`src/rtl/instr_fetch_unit.sv`:
```
`default_nettype none
// instr_fetch_unit: holds the PC, fetches one instruction word per req/ack handshake
// and computes the next PC from the decoder branch/jump controls when the word retires.
module instr_fetch_unit #(
  parameter logic [31:0] RESET_PC    = 32'h0000_0000,
  parameter int          COUNT_WIDTH = 32
) (
  input  logic                   clk,
  input  logic                   rst_n,
  output logic                   imem_req,
  output logic [31:0]            imem_addr,
  input  logic                   imem_ack,
  input  logic [31:0]            imem_rdata,
  output logic [31:0]            instr,
  output logic [5:0]             opcode,
  output logic                   instr_valid,
  input  logic                   instr_ready,
  input  logic                   beq,
  input  logic                   bne,
  input  logic                   jump,
  input  logic                   zero,
  output logic [31:0]            pc,
  output logic [31:0]            pc_plus4,
  output logic [COUNT_WIDTH-1:0] instr_count
);

  localparam logic [31:0]            C_RESET_PC = {RESET_PC[31:2], 2'b00};
  localparam logic [COUNT_WIDTH-1:0] C_CNT_ONE  = {{(COUNT_WIDTH-1){1'b0}}, 1'b1};

  typedef enum logic {
    S_FETCH = 1'b0,
    S_HOLD  = 1'b1
  } state_t;

  state_t                 r_state;
  logic [31:0]            r_pc;
  logic [31:0]            r_instr;
  logic                   r_req;
  logic                   r_valid;
  logic [COUNT_WIDTH-1:0] r_count;

  logic [31:0] w_pc_plus4;
  logic [31:0] w_br_off;
  logic        w_br_taken;
  logic [31:0] w_next_pc;

  assign w_pc_plus4 = r_pc + 32'd4;
  assign w_br_off   = {{14{r_instr[15]}}, r_instr[15:0], 2'b00};
  assign w_br_taken = (beq & ~bne & zero) | (bne & ~beq & ~zero);

  // Jump is tested first so unknown branch controls cannot leak into the PC.
  always_comb begin
    w_next_pc = w_pc_plus4;
    if (jump) begin
      w_next_pc = {w_pc_plus4[31:28], r_instr[25:0], 2'b00};
    end else if (w_br_taken) begin
      w_next_pc = w_pc_plus4 + w_br_off;
    end
  end

  always_ff @(posedge clk or negedge rst_n) begin
    if (!rst_n) begin
      r_state <= S_FETCH;
      r_pc    <= C_RESET_PC;
      r_instr <= 32'h0;
      r_req   <= 1'b0;
      r_valid <= 1'b0;
      r_count <= '0;
    end else if (r_state == S_FETCH) begin
      // First cycle out of reset only raises the request; an ack is honoured once req is up.
      if (!r_req) begin
        r_req <= 1'b1;
      end else if (imem_ack) begin
        r_instr <= imem_rdata;
        r_req   <= 1'b0;
        r_valid <= 1'b1;
        r_state <= S_HOLD;
      end
    end else begin
      if (instr_ready) begin
        r_pc    <= w_next_pc;
        r_valid <= 1'b0;
        r_req   <= 1'b1;
        r_count <= r_count + C_CNT_ONE;
        r_state <= S_FETCH;
      end
    end
  end

  assign imem_req    = r_req;
  assign imem_addr   = r_pc;
  assign instr       = r_instr;
  assign opcode      = r_instr[31:26];
  assign instr_valid = r_valid;
  assign pc          = r_pc;
  assign pc_plus4    = w_pc_plus4;
  assign instr_count = r_count;

endmodule
`default_nettype wire

```
`config.mk`:
```
export PLATFORM = sky130hd
export DESIGN_NAME = instr_fetch_unit
export DESIGN_NICKNAME = d
export VERILOG_FILES = /design/src/rtl/instr_fetch_unit.sv
export SDC_FILE = /design/constraint.sdc
export NUM_CORES = 1
export LEC_CHECK = 0
export CAP_MARGIN = 20
export CORE_UTILIZATION = 45
export DETAILED_ROUTE_END_ITERATION = 7
export PLACE_DENSITY = 0.87
export SLEW_MARGIN = 30
export SYNTH_ARGS = -nofsm -noshare
export SYNTH_HDL_FRONTEND = slang
export SYNTH_SLANG_ARGS = --single-unit
```
`constraint.sdc`:
```
create_clock -name clk -period 4.3 [get_ports clk]
set_input_delay 0.86 -clock clk [delete_from_list [all_inputs] [get_ports clk]]
set_output_delay 0.86 -clock clk [all_outputs]
set_load 0.005 [all_outputs]
```
# == After elaboration in Yosys (flattened, before gate mapping) ==
# Cells that the tools add are included.
# op_classes
n_addsub,3
eq_ne,1
n_mux,14
bitwise,9
reduce_logical,5
# op_table
op,n
two-way mux 32 bit,2
"adder 32 x 1 -> 32 bit, second input constant",1
"adder 32 x 3 -> 32 bit, second input constant",1
adder 32 bit,1
two-way mux 1 bit,12
AND reduction 3 bit,2
bitwise AND 1 bit,4
inverter 1 bit,4
nonzero test 2 bit,2
"inequality test 2 bit, second input constant",1
AND reduction 2 bit,1
OR 1 bit,1
# word_totals
regBits,99
input_bits,40
output_inout_bits,168
elab_cells,38

# == Logic depth before layout (Yosys ltp) ==
# Gate-level depths: netlist of run 1.
# logic_depth
ltp_word,6
depth_mapped,19
mapped_depth_nobuf,17

# == Worst setup path after synthesis of run 1 ==
# OpenSTA, ideal clock, no wires.
# synth_timing
path_kind,reg-to-reg
startpoint,register r_pc[2] (netlist: imem_addr[2])
endpoint,register r_pc[31] (netlist: imem_addr[31])
setup_time_ns,0.079
arrival_time_ns,3.541
t_required_ns,4.221
path_slack_ns,0.679
stages_incl_launch_ff,19
n_path_buf,2
period_less_slack_ns,3.621
path_cell_list,dfrtp_1 ha_1 nand3_1 nor2_1 and4_1 and2b_1 buf_6 nand3_1 xnor2_1 ha_1 clkbuf_1 a21oi_1 o21ai_0 a21o_1 o31ai_2 o22ai_1 a21oi_1 mux2i_1 xor2_1
# synth_via
elab_chain_cells,4
# synth_rtl
item,line,source
from (decl),36,logic [31:0] r_pc;
from (signal assigned),81,r_pc <= w_next_pc;
adder 32 x 3 -> 32 bit,47,assign w_pc_plus4 = r_pc + 32'd4;
named net pc_plus4[24],23,"output logic [31:0] pc_plus4,"
adder 32 bit,57,w_next_pc = w_pc_plus4 + w_br_off;
two-way mux 32 bit,56,end else if (w_br_taken) begin
two-way mux 32 bit,54,if (jump) begin
# The timed path passes the listed nets, and every way through them passes these cells.
# A chain may end at the register's enable or synchronous reset.

# == Final worst setup path of run 1 ==
# layout_timing
startpoint,register r_pc[9] (netlist: imem_addr[9])
endpoint,output port pc_plus4[27]
# layout_via
elab_chain_cells,1
# layout_rtl
item,line
adder 32 x 3 -> 32 bit,47
to (decl),23
# Every way passes these cells.

==> metrics.md, run 1 <==
| Metric | Value |
|---|---|
| CP Max Fanout | `8` |
| GRT Total Usage | `26.2%` |
| Area grow syn2layout | `32.7%` |
| Post-synth EDFFs | `0` |
| Slowest cell delay on critical path | `570 ps` |
| Layout cell share with drive strength beyond 1 | `8.88%` |
| Vias in the first global route | `6206` |
| Placer Congestion | `0.916` |
| Worst ir drop on vdd | `0.456 mV` |
| Max-slew violations | `0` |
| Syn avg cell area | `8.99 µm²` |
| First-pass GRT wire length | `32500 µm` |
| CP Data Arrival Time | `3220 ps` |
| Fin util | `60.8%` |
| Most frequent cells in the layout | `clkdlybuf4s50_1 (200), dfrtp_1 (97), nand2_1 (91)` |
| Fin nets | `1008` |
| Overflow after GRT | `0` |
| Die Wd | `126 µm` |
| Initial antenna violation count | `0` |
| Period utilization | `94.9%` |
| Crit path capture type | `primary output` |
| Sequential fraction of the synthesis area | `35.0%` |
| Post-synthesis cell type count | `72` |
| Simple-gate share of the synthesized area | `16.6%` |
| # Max-Cap Violations | `0` |
| Syn Inst Count | `772` |
| Rows | `45` |
| Layout filler cell count | `1307` |
| Final WS setup | `220 ps` |
| Root buf cell | `clkbuf_16` |
| Hold depth | `1` |
| CTS buffer count | `9` |
| Switching share of power | `42.6%` |
| Async SR Flop Fraction | `100%` |
| Clk pwr share | `12.4%` |
| Post-CTS Resized | `0` |
| DRC | `0` |
| Status | `finished, final reports clean` |
| Max-slew headroom | `34.0%` |
| FF+latch count, synth | `97` |
| Die area | `15900 µm²` |
| Most common cell after layout, fill and taps aside | `clkdlybuf4s50_1` |
| Peak Freq | `0.245 GHz` |
| Leakage power figure | `3.96 nW` |
| Compound-cell area share of the yosys netlist | `18.1%` |
| Required @ worst endpoint | `3440 ps` |
| Total core area | `15100 µm²` |
| Sequential share of power | `23.9%` |
| Final setup fails | `0` |
| Port bufs | `201` |
| Fin crit period | `4080 ps` |
| IO Count | `208` |
| Cell Pwr Density | `802 nW/µm²` |
| Worst min path class | `register to register` |
| Layout Skew | `7.04 ps` |
| Clock Latency Late Sink | `360 ps` |
| Top FF cell, synth | `dfrtp_1` |
| DR vias/cell | `5.68` |
| Synth Area in XOR/XNOR | `10.5%` |
| Reg2Reg Depth | `16` |
| Initial core utilization | `45.8%` |
| Worst slew pin tran | `988 ps` |
| Clk sink count | `97` |
| P_sw | `3.15 mW` |
| Largest family of logic cells by synthesized area | `compound AO/OA/AOI/OAI gates` |
| Adder-Cell Fraction of Synth Area | `6.96%` |
| DP HPWL | `15500 µm` |
| DR WL/cell | `18.5 µm` |
| CTS Hold Bufs | `0` |
| Largest net degree at the start of global routing | `48` |
| Worst-path clk slew | `70 ps` |
| Cell Area, Synth | `6940 µm²` |
| DP Cell Count | `1107` |
| Combinational fraction of design power | `63.7%` |
| DP Worst Slack | `335 ps` |
| Chip Height | `126 µm` |
| Clock buffer depth | `2` |
| Yosys Warn Count | `0` |
| RSZ-0062 raised after global routing | `no` |
| Worst hold slack | `479 ps` |
| Setup bufs post-CTS | `0` |
| Final Hold Fails | `0` |
| Critical setup path kind | `register to primary output` |
| Final wirelength | `20800 µm` |
| Worst path cell trace | `and4_1 > and3_2 > nand4_2 > nor2_2 > nand2_1 > nor2_1 > xor2_1 > clkdlybuf4s50_1` |
| Initial DRC count | `383` |
| Remaining antenna violation count after routing | `0` |
| Layout Cells excl Fill | `1123` |
| Antenna diode count | `0` |
| Worst setup SP type | `register` |
| DR pass1 iterations | `4` |
| Mux contribution to synthesized area | `5.48%` |
| Internal Power | `4.24 mW` |
| CP max stage cell | `clkdlybuf4s50_1` |
| Setup_tns | `0 ps` |
| CTS tree | `built` |
| H-Tree Depth | `3` |
| Vias | `6380` |
## Yosys cell counts, types with 2 or more instances
cell      number  share of area, %
a211oi_1       7              0.76
a21o_1        18               1.9
a21oi_1       48               3.5
a21oi_2        3              0.38
a222oi_1       2              0.29
a22o_1         3              0.38
a31o_2         2              0.25
a31oi_1        3              0.27
and2_1         4              0.36
and3_1        16               1.4
and4_1         6              0.76
buf_1          3              0.16
buf_2          5              0.36
buf_4         42               4.5
clkbuf_1      21               1.1
dfrtp_1       97                35
ha_1          37               6.7
inv_1         17              0.92
mux2_2        32               5.2
mux2i_1        2              0.29
nand2_1       91               4.9
nand2b_1       5              0.45
nand3_1       28               2.0
nand4_1       18               1.6
nor2_1        47               2.5
nor3_1        10              0.72
o211ai_1      10               1.1
o21a_1         7              0.76
o21ai_0       42               3.0
o21ai_1        7              0.50
o21bai_1       4              0.43
o22ai_1        7              0.63
o311a_4        2              0.61
o31a_1         2              0.25
o31ai_1        2              0.22
or3_1          5              0.45
or4_1          3              0.32
xnor2_1       54               6.8
xor2_1        27               3.4
## state kept, by name, summed over array words and instances (netlist names)
register / flops
instr_count: 32
imem_req: 1
instr_valid: 1
instr: 32
imem_addr: 30
r_state: 1
## path summary, 6_finish.rpt
| check | start | end | slack (ps) |
|---|---|---|---|
| setup / recovery | imem_addr[9]$_DFFE_PN0P_ | pc_plus4[27] | 220 |
| hold / removal | instr_count[31]$_DFFE_PN0P_ | instr_count[31]$_DFFE_PN0P_ | 480 |
| setup reg to reg | imem_addr[3]$_DFFE_PN0P_ | imem_addr[31]$_DFFE_PN0P_ | 290 |
| hold reg to reg | instr_count[31]$_DFFE_PN0P_ | instr_count[31]$_DFFE_PN0P_ | 480 |
| max in group asynchronous | rst_n | instr[14]$_DFFE_PN0P_ | 2970 |
| min in group asynchronous | rst_n | instr_count[7]$_DFFE_PN0P_ | 500 |
## through the flow
stage	total power, mW	area, µm²
floorplan	4.58	6960
global placement	6.32	8870
detailed placement	6.40	8870
CTS	7.36	9210
global route	7.89	9210
finish	7.38	9210
## metal layers
layer  track usage, %  vias to the layer above  share of wire [%]
met5                0                        -                  0
met4             10.5                        0                2.9
met3             5.86                       51                6.6
met2             43.8                      271                 48
met1             32.9                     3033                 43
li1                 -                     3025                  -
## critical path, delay by kind of cell (launching register included)
| kind | cells | cell delay, ps |
|---|---|---|
| DFF | 1 | 460 |
| buffers and inverters | 1 | 570 |
| and+or+nand+nor | 6 | 1530 |
| xor gates and xnor gates | 1 | 290 |
## cell type report
type	count	area, µm²	share of cell area (%)
multi-input cells	590	4030	43.8
flip-flops and latches	97	2430	26.3
repair buffers	215	2110	23.0
clock buffers	11	253	2.74
well taps	188	235	2.55
clock inverters	5	85.1	0.924
inverters	17	63.8	0.693
## power groups by stage
stage	logic, mW	clock network [mW]	registers (mW)
6_report	4.70	0.915	1.76
3_3_place_gp	4.58	0	1.74
5_1_grt	5.11	0.963	1.81
3_5_place_dp	4.63	0	1.76
4_1_cts	4.68	0.921	1.75
2_1_floorplan	2.95	0	1.63
## kinds of logic (layout without fill, tap and decap cells)
kind of cell / count (synthesis) / count (layout)
mux: 34 / 34
xor+xnor: 82 / 82
other cells: 1 / 6
buf+inv: 90 / 248
compound gates: 188 / 188
simple gates: 242 / 242
flops: 97 / 97
fa+ha+maj: 38 / 38
Power figures use the tool's default switching activity.
==> inputs of run 2 (changes only) <==
--- a/config.mk
+++ b/config.mk
@@ -9,4 +9,5 @@
 export CORE_UTILIZATION = 45
 export DETAILED_ROUTE_END_ITERATION = 7
+export MAX_ROUTING_LAYER = met4
 export PLACE_DENSITY = 0.87
 export SLEW_MARGIN = 30
==> constraint.sdc (replaced) <==
create_clock -name clk -period 4.3 [get_ports clk]
set_input_delay 0.86 -clock clk [delete_from_list [all_inputs] [get_ports clk]]
set_output_delay 0.86 -clock clk [all_outputs]
set_load 0.1 [all_outputs]
==> run 2 against run 1 <==
Net effect:
- non-clock buffer count decreased by 2
- worst setup slack improved by 63 ps
- wire length decreased by 2.1%
==> metrics.md, run 2 (synthesized netlist as in run 1, its figures left out) <==
| Metric | Value |
|---|---|
| Worst slew pin tran | `1030 ps (+44.0 ps)` |
| Worst min path class | `register to register` |
| CP Data Arrival Time | `4290 ps (+1070 ps)` |
| CP Max Fanout | `8 (unchanged)` |
| Max-slew violations | `0 (unchanged)` |
| CTS tree | `built` |
| Port bufs | `201 (unchanged)` |
| Final wirelength | `20300 µm (-2.1%)` |
| Initial DRC count | `381 (-0.52%)` |
| Final setup fails | `0 (unchanged)` |
| IO Count | `208 (unchanged)` |
| DR pass1 iterations | `5 (+1)` |
| Die area | `15900 µm² (unchanged)` |
| Hold depth | `2 (+1)` |
| H-Tree Depth | `3 (unchanged)` |
| Most frequent cells in the layout | `clkdlybuf4s50_1 (173), nand2_1 (91), dfrtp_1 (78)` |
| Crit path from | `imem_addr[3]$_DFFE_PN0P_` |
| Reg2Reg Depth | `16 (unchanged)` |
| Clk sink count | `97 (unchanged)` |
| R2r setup slk | `280 ps (about the same)` |
| Clock buffer depth | `2 (unchanged)` |
| WHS Endpoint | `instr_valid$_DFFE_PN0P_` |
| Worst-path clk slew | `70 ps (about the same)` |
| Initial core utilization | `45.8% (unchanged)` |
| Antenna diode count | `0 (unchanged)` |
| Remaining antenna violation count after routing | `0 (unchanged)` |
| Fin nets | `1006 (-0.20%)` |
| Layout cell share with drive strength beyond 1 | `16.8% (+8.0 points)` |
| Critical setup path kind | `register to register` |
| RSZ-0062 raised after global routing | `no` |
| Max-slew headroom | `31.0% (-3.0 points)` |
| DR WL/cell | `18.1 µm (-1.9%)` |
| Hold_sp | `instr_valid$_DFFE_PN0P_` |
| Final Cell Area | `9640 µm² (+4.6%)` |
| Rows | `45 (unchanged)` |
| Vias in the first global route | `6371 (+2.7%)` |
| Largest net degree at the start of global routing | `68 (+42%)` |
| Post-DP Area | `9320 µm² (+5.1%)` |
| Overflow after GRT | `0 (unchanged)` |
| Layout Skew | `17.8 ps (+10.8 ps)` |
| Root buf cell | `clkbuf_16` |
| Area grow syn2layout | `38.8%` |
| DP HPWL | `15300 µm (-1.5%)` |
| Placer Congestion | `0.925 (+0.97%)` |
| Capture point of the worst reg-to-reg path | `imem_addr[31]$_DFFE_PN0P_` |
| Final Hold Fails | `0 (unchanged)` |
| Vias | `6451 (+1.1%)` |
| Initial antenna violation count | `0 (unchanged)` |
| Crit path capture type | `register` |
| Die Wd | `126 µm (unchanged)` |
| Chip Height | `126 µm (unchanged)` |
| Setup bufs post-CTS | `0 (unchanged)` |
| Fin crit period | `4020 ps (-62.7 ps)` |
| Reg2reg start | `imem_addr[3]$_DFFE_PN0P_` |
| DRC | `0 (unchanged)` |
| DR vias/cell | `5.75 (+1.3%)` |
| Required @ worst endpoint | `4570 ps (+1130 ps)` |
| Status | `finished, final reports clean` |
| Fin util | `63.6% (+2.8 points)` |
| First-pass GRT wire length | `33000 µm (+1.4%)` |
| Period utilization | `93.4% (-1.5 points)` |
| GRT Total Usage | `26.9% (+0.62 points)` |
| # Max-Cap Violations | `0 (unchanged)` |
| Worst setup SP type | `register` |
| Most common cell after layout, fill and taps aside | `clkdlybuf4s50_1` |
| Total core area | `15100 µm² (unchanged)` |
| CTS buffer count | `9 (unchanged)` |
| Peak Freq | `0.249 GHz (+1.6%)` |
| Worst hold slack | `482 ps (+2.41 ps)` |
| Clock Latency Late Sink | `360 ps (about the same)` |
==> run 2: cell count changes in the layout (fill, tap and decap cells not counted), moves of 8 or more <==
cell / previous run / this run
buf_4: 15 / 34
clkdlybuf4s50_1: 200 / 173
dfrtp_1: 97 / 78
dfrtp_2: 0 / 8
dfrtp_4: 0 / 11
xnor2_1: 54 / 36
xnor2_4: 0 / 15
xor2_1: 27 / 19
==> run 2: worst max-delay path by stage <==
stage	endpoint	slack (ps)	cells past startpoint
after floorplan	imem_addr[31]$_DFFE_PN0P_	-60	16
after global routing	imem_addr[31]$_DFFE_PN0P_	10	16
after detailed placement	imem_addr[27]$_DFFE_PN0P_	270	16
after global placement	imem_addr[31]$_DFFE_PN0P_	370	16
after CTS	imem_addr[31]$_DFFE_PN0P_	210	16
final	imem_addr[31]$_DFFE_PN0P_	280	16
==> run 2: metrics by stage <==
stage                     worst slack (ps)  TNS, ps  cells
after floorplan                      -60.4     -114    777
after global placement                 370        0   1105
after detailed placement               272        0   1105
after CTS                              214        0   1121
after global routing                  12.8        0   1121
final                                  282        0   1121
==> run 2: per-layer routing <==
metal	routed length, µm	track usage, %
met1	8670	34.4
met5	0	-
met4	520	9.43
met2	10000	44.4
met3	1140	2.76
==> run 2: final cells by class <==
type	count	area (µm²)
Sequential cell	97	2480
Multi-Input combinational cell	590	4490
Clock buffer	9	225
Fill cell	1211	5510
Timing Repair Buffer	213	2070
Clock inverter	7	76.3
Inverter	17	63.8
Tap cell	188	235
==> run 2: critical path, stage by stage, from the launching register on <==
cell	delay [ps]
dfrtp_4	470
ha_4	160
nand3_2	120
nor2_2	250
and4_1	370
nand4_1	250
xnor2_4	200
ha_1	390
a21oi_1	230
nand3_1	90
o22ai_1	270
a311oi_2	170
o31ai_2	280
o22ai_1	100
a21oi_1	180
mux2i_1	240
xor2_1	170
==> run 2: repair_timing <==
action,4_1_cts,5_1_grt
resized for setup,0,2
setup endpoints to repair,0,2
hold buffers,0,0
Power of run 2 is left out: the tool's default activity adds up to more than one toggle a clock period on the data nets, which glitch-free logic cannot reach.
==> variant 1, RTL diff (settings of run 2) <==
Set the parameter `COUNT_WIDTH` to 16 (it was 32).
--- a/src/rtl/instr_fetch_unit.sv
+++ b/src/rtl/instr_fetch_unit.sv
@@ -3,7 +3,7 @@
 // and computes the next PC from the decoder branch/jump controls when the word retires.
 module instr_fetch_unit #(
   parameter logic [31:0] RESET_PC    = 32'h0000_0000,
-  parameter int          COUNT_WIDTH = 32
+  parameter int          COUNT_WIDTH = 16
 ) (
   input  logic                   clk,
   input  logic                   rst_n,
Interface: changed (resized instr_count); port bits go from 208 to 192. The function was not compared with the original's and may differ.
==> variant 1 against run 2 <==
- global-route usage up 1.2 points
- setup slack improved by 0.043 ns
- die area is 10% lower
- routed wire length decreased by 8.4%
- sequential cell count down 16
- synthesized area fell by 11%
- clock skew fell by 0.0095 ns
- final area decreased by 9.5%
- highest routed layer unchanged
Power is not shown: default switching activity piles up to over one toggle a cycle in this logic, so the estimate is an artifact.
==> variant 1: results (changes against run 2) <==
| Metric | Value |
|---|---|
| Status | complete, no violations |
| Synth top area cells | dfrtp_1 (33%), ha_1 (7.7%), mux2_2 (6.0%) |
| Final Skew | 0.008267 ns (-0.009545 ns) |
| Total wire length | 18.62 mm (-8.4%) |
| DRT Pass-1 Iters | 5 (unchanged) |
| Synth Area in Compound Gates | 18.12% (about the same) |
| Fraction of area in registers | 23.91% (-1.8 points) |
| DPL Wire Length | 14.01 mm (-8.3%) |
| Area occupied by multi-input gates | 4172 um^2 (-7.1%) |
| Max incr delay on CP | 0.47 ns (about the same) |
| Post-Synth XOR/XNOR Area | 9.294% (-1.2 points) |
| Clk cell area share | 3.573% (+0.44 points) |
| Multi-In Gates | 526 (-11%) |
| Vias per Instance | 5.647 (-1.9%) |
| First-pass GRT wire length | 30.25 mm (-8.3%) |
| Sequential fraction of the synthesis area | 32.66% (-2.3 points) |
| Commonest cells in the netlist | dfrtp_1 (81), nand2_1 (80), a21oi_1 (47) |
| Vias in the first global route | 5,663 (-11%) |
| Buffering overhead | 21.38% (-0.081 points) |
| Number of port buffers | 185 (-8.0%) |
| Yosys reg bits | 81 (-16%) |
| Clkbuf count | 10 (+1) |
| CP top delay family | simple AND/OR/NAND/NOR gates |
| Largest net degree at the start of global routing | 67 (-1.5%) |
| Routability Congestion | 0.9610 (+3.9%) |
| Non-CTS inverters | 18 (+1) |
| Adder-cell area share of the yosys netlist | 7.984% (+1.0 points) |
| Share of layout cells above drive strength 1 | 20.67% (+3.8 points) |
| WP data arrival | 4.25 ns (-0.04 ns) |
| Mux cell area share after synthesis | 6.714% (+1.2 points) |
| DR iter-0 viols | 440 (+15%) |
| FILL cells | 1,034 (-15%) |
| CP max-delay cell | dfrtp_4 |
| Actual slew at the worst max-slew pin | 1.038 ns (+0.006039 ns) |
| Total Nets Final | 911 (-9.4%) |
| Cell variety after synth | 75 (+4.2%) |
| # diodes | 0 (unchanged) |
| GR Util All Layers | 28.07% (+1.2 points) |
| Setup WS pre-CTS | 0.2422 ns (-0.02938 ns) |
| Buffers excl. clock | 196 (-8.0%) |
| Maximum fanout along the worst path | 6 (-2) |
[variant 1: path summary, 6_finish.rpt]
check	slack, ns	from	to	depth (start not counted)
max reg2reg	0.33	imem_addr[6]	imem_addr[28]	14
max in group asynchronous	2.91	rst_n	instr[23]	2
max	0.33	imem_addr[6]	imem_addr[28]	14
min reg2reg	0.47	instr_count[15]	instr_count[15]	1
min in group asynchronous	0.63	rst_n	instr[5]	1
min	0.47	instr_count[15]	instr_count[15]	1
[variant 1: metrics by stage]
stage               instance area (um^2)  TNS (ns)  cells  util, %  hold WS (ns)
global route                        8720         0   1013    65.33        0.4847
finish                              8720         0   1013    65.33        0.4715
detailed placement                  8384         0    997    62.81        0.4661
global placement                    8384         0    997    62.81        0.4610
CTS                                 8696         0   1013    65.15        0.4744
floorplan                           6748   -0.1400    692        -        0.5578
[variant 1: per-layer routing]
layer	wire, um	up-vias	GRT usage, %
met1	8217	2768	37.69
met5	0	-	-
met4	257	0	8.281
li1	-	2717	-
met3	1280	17	4.646
met2	8863	218	43.64
==> variant 2, RTL diff (config.mk and constraints of run 2) <==
Made on the original files. Reset style: synchronous (`rst_n`), changed in one clocked block.
--- a/src/rtl/instr_fetch_unit.sv
+++ b/src/rtl/instr_fetch_unit.sv
@@ -58,7 +58,7 @@
     end
   end
 
-  always_ff @(posedge clk or negedge rst_n) begin
+  always_ff @(posedge clk) begin
     if (!rst_n) begin
       r_state <= S_FETCH;
       r_pc    <= C_RESET_PC;
Formal check against the unedited RTL: differs if rst_n is asserted again (counterexample within 4 cycles, from zero or initial values and one cycle with rst_n low); with rst_n held inactive, the same outputs for 4 cycles.
==> variant 2 against run 2 <==
- critical endpoint is now imem_addr[31]
- synthesized area is 3.8% lower
- sequential share of layout area is 4.1 points lower
- setup slack better by 0.087 ns
- die area is 3.7% lower
- synthesized cell count is 14% higher
- routed wire length is 5.5% higher
- final area is 3.2% lower
- sequential cell count stayed put
- largest cell class unchanged
Power is left out: it rests on default switching activity, and per cell area and clock period it moved more than threefold.
==> variant 2: results (changes against run 2) <==
| Metric | Value |
|---|---|
| Status | complete, no violations |
| Routed length on met2 | 9.624 mm (-3.7%) |
| FILL cells | 1,241 (+2.5%) |
| WP data arrival | 4.18 ns (-0.11 ns) |
| Hold/Removal Path Class | flop to flop |
| Avg Cell Area, Syn | 7.593 um^2 (-16%) |
| DR iter-0 viols | 560 (+47%) |
| GR Util All Layers | 29.08% (+2.2 points) |
| Total Nets Final | 1,115 (+11%) |
| Dpl cells | 1,210 (+9.5%) |
| Vias in the first global route | 6,362 (-0.14%) |
| Post-Route M1 WL | 9.220 mm (+6.4%) |
| Largest net degree at the start of global routing | 45 (-34%) |
| Maximum fanout along the worst path | 9 (+1) |
| Post-synth ARST share | 0% (-100 points) |
| Crit. Startpoint | imem_addr[2] |
| # diodes | 0 (unchanged) |
| DPL Wire Length | 16.31 mm (+6.9%) |
| CP top delay family | simple AND/OR/NAND/NOR gates |
| Top sig layer | met4 |
| R2R cell count | 14 (-2) |
| Share of layout cells above drive strength 1 | 13.05% (-3.8 points) |
| Cell variety after synth | 75 (+4.2%) |
| CP max-delay cell | or3b_2 |
| Via Count | 7,014 (+8.7%) |
| Sequential cell area | 2014 um^2 (-19%) |
| Sequential fraction of the synthesis area | 29.06% (-5.9 points) |
| Final Critical Period | 3.931 ns (-0.08685 ns) |
| Worst hold slack | 0.4704 ns (-0.01123 ns) |
| Setup WS pre-CTS | 0.3891 ns (+0.1175 ns) |
| Max-slew headroom | 30.91% (-0.073 points) |
| Met1 usage | 38.04% (+3.7 points) |
| Met3 routed WL | 2.007 mm (+77%) |
| Total wire length | 21.44 mm (+5.5%) |
| Synth top area cells | dfxtp_1 (29%), nand2_1 (8.0%), ha_1 (6.9%) |
| Final Skew | 0.008502 ns (-0.009310 ns) |
| DR WL/cell | 17.48 um (-3.6%) |
| Top_reg_cell synth | dfxtp_1 |
| M3 GR Usage | 6.090% (+3.3 points) |
| Placed cell areas | 9049 um^2 (-3.0%) |
| Flop2flop setup slack | 0.37 ns (+0.09 ns) |
| Hold_buf cts | 0 (unchanged) |
| Commonest cells in the netlist | nand2_1 (143), dfxtp_1 (97), a21oi_1 (86) |
| WHS Endpoint | instr[20] |
| First-pass GRT wire length | 33.19 mm (+0.63%) |
| Hold path start | instr[20] |
variant 2: cell count changes in the layout (fill, tap and decap cells not counted), sizes merged, moves of 16 or more:
cell and delta:
dfrtp -97, dfxtp +97, nand2 +52, a21oi +36
mux2 -30, nor2 +21, xnor2 -16
variant 2: cell type report:
class,instances,area share [%]
Clock buffer,9,2.414
Tap cell,184,2.468
Multi-Input combinational cell,689,49.87
Inverter,21,0.8450
Clock inverter,7,0.5901
Timing Repair Buffer,219,22.22
Sequential cell,97,21.59
variant 2: logic make-up after synthesis:
group | share of synthesized area, %
adders and majority gates | 7.228
xor gates and xnor gates | 8.783
and+or+nand+nor | 24.74
DFF | 29.06
AOI/OAI and AO/OA | 20.82
muxes | 1.236
buffers and inverters | 8.071
other | 0.05613
variant 2: worst min-delay path: cells and delay by family, from the launching register on:
kind / cells / cell delay (ns)
simple gates: 1 / 0.05
flops: 1 / 0.32
compound gates: 1 / 0.05
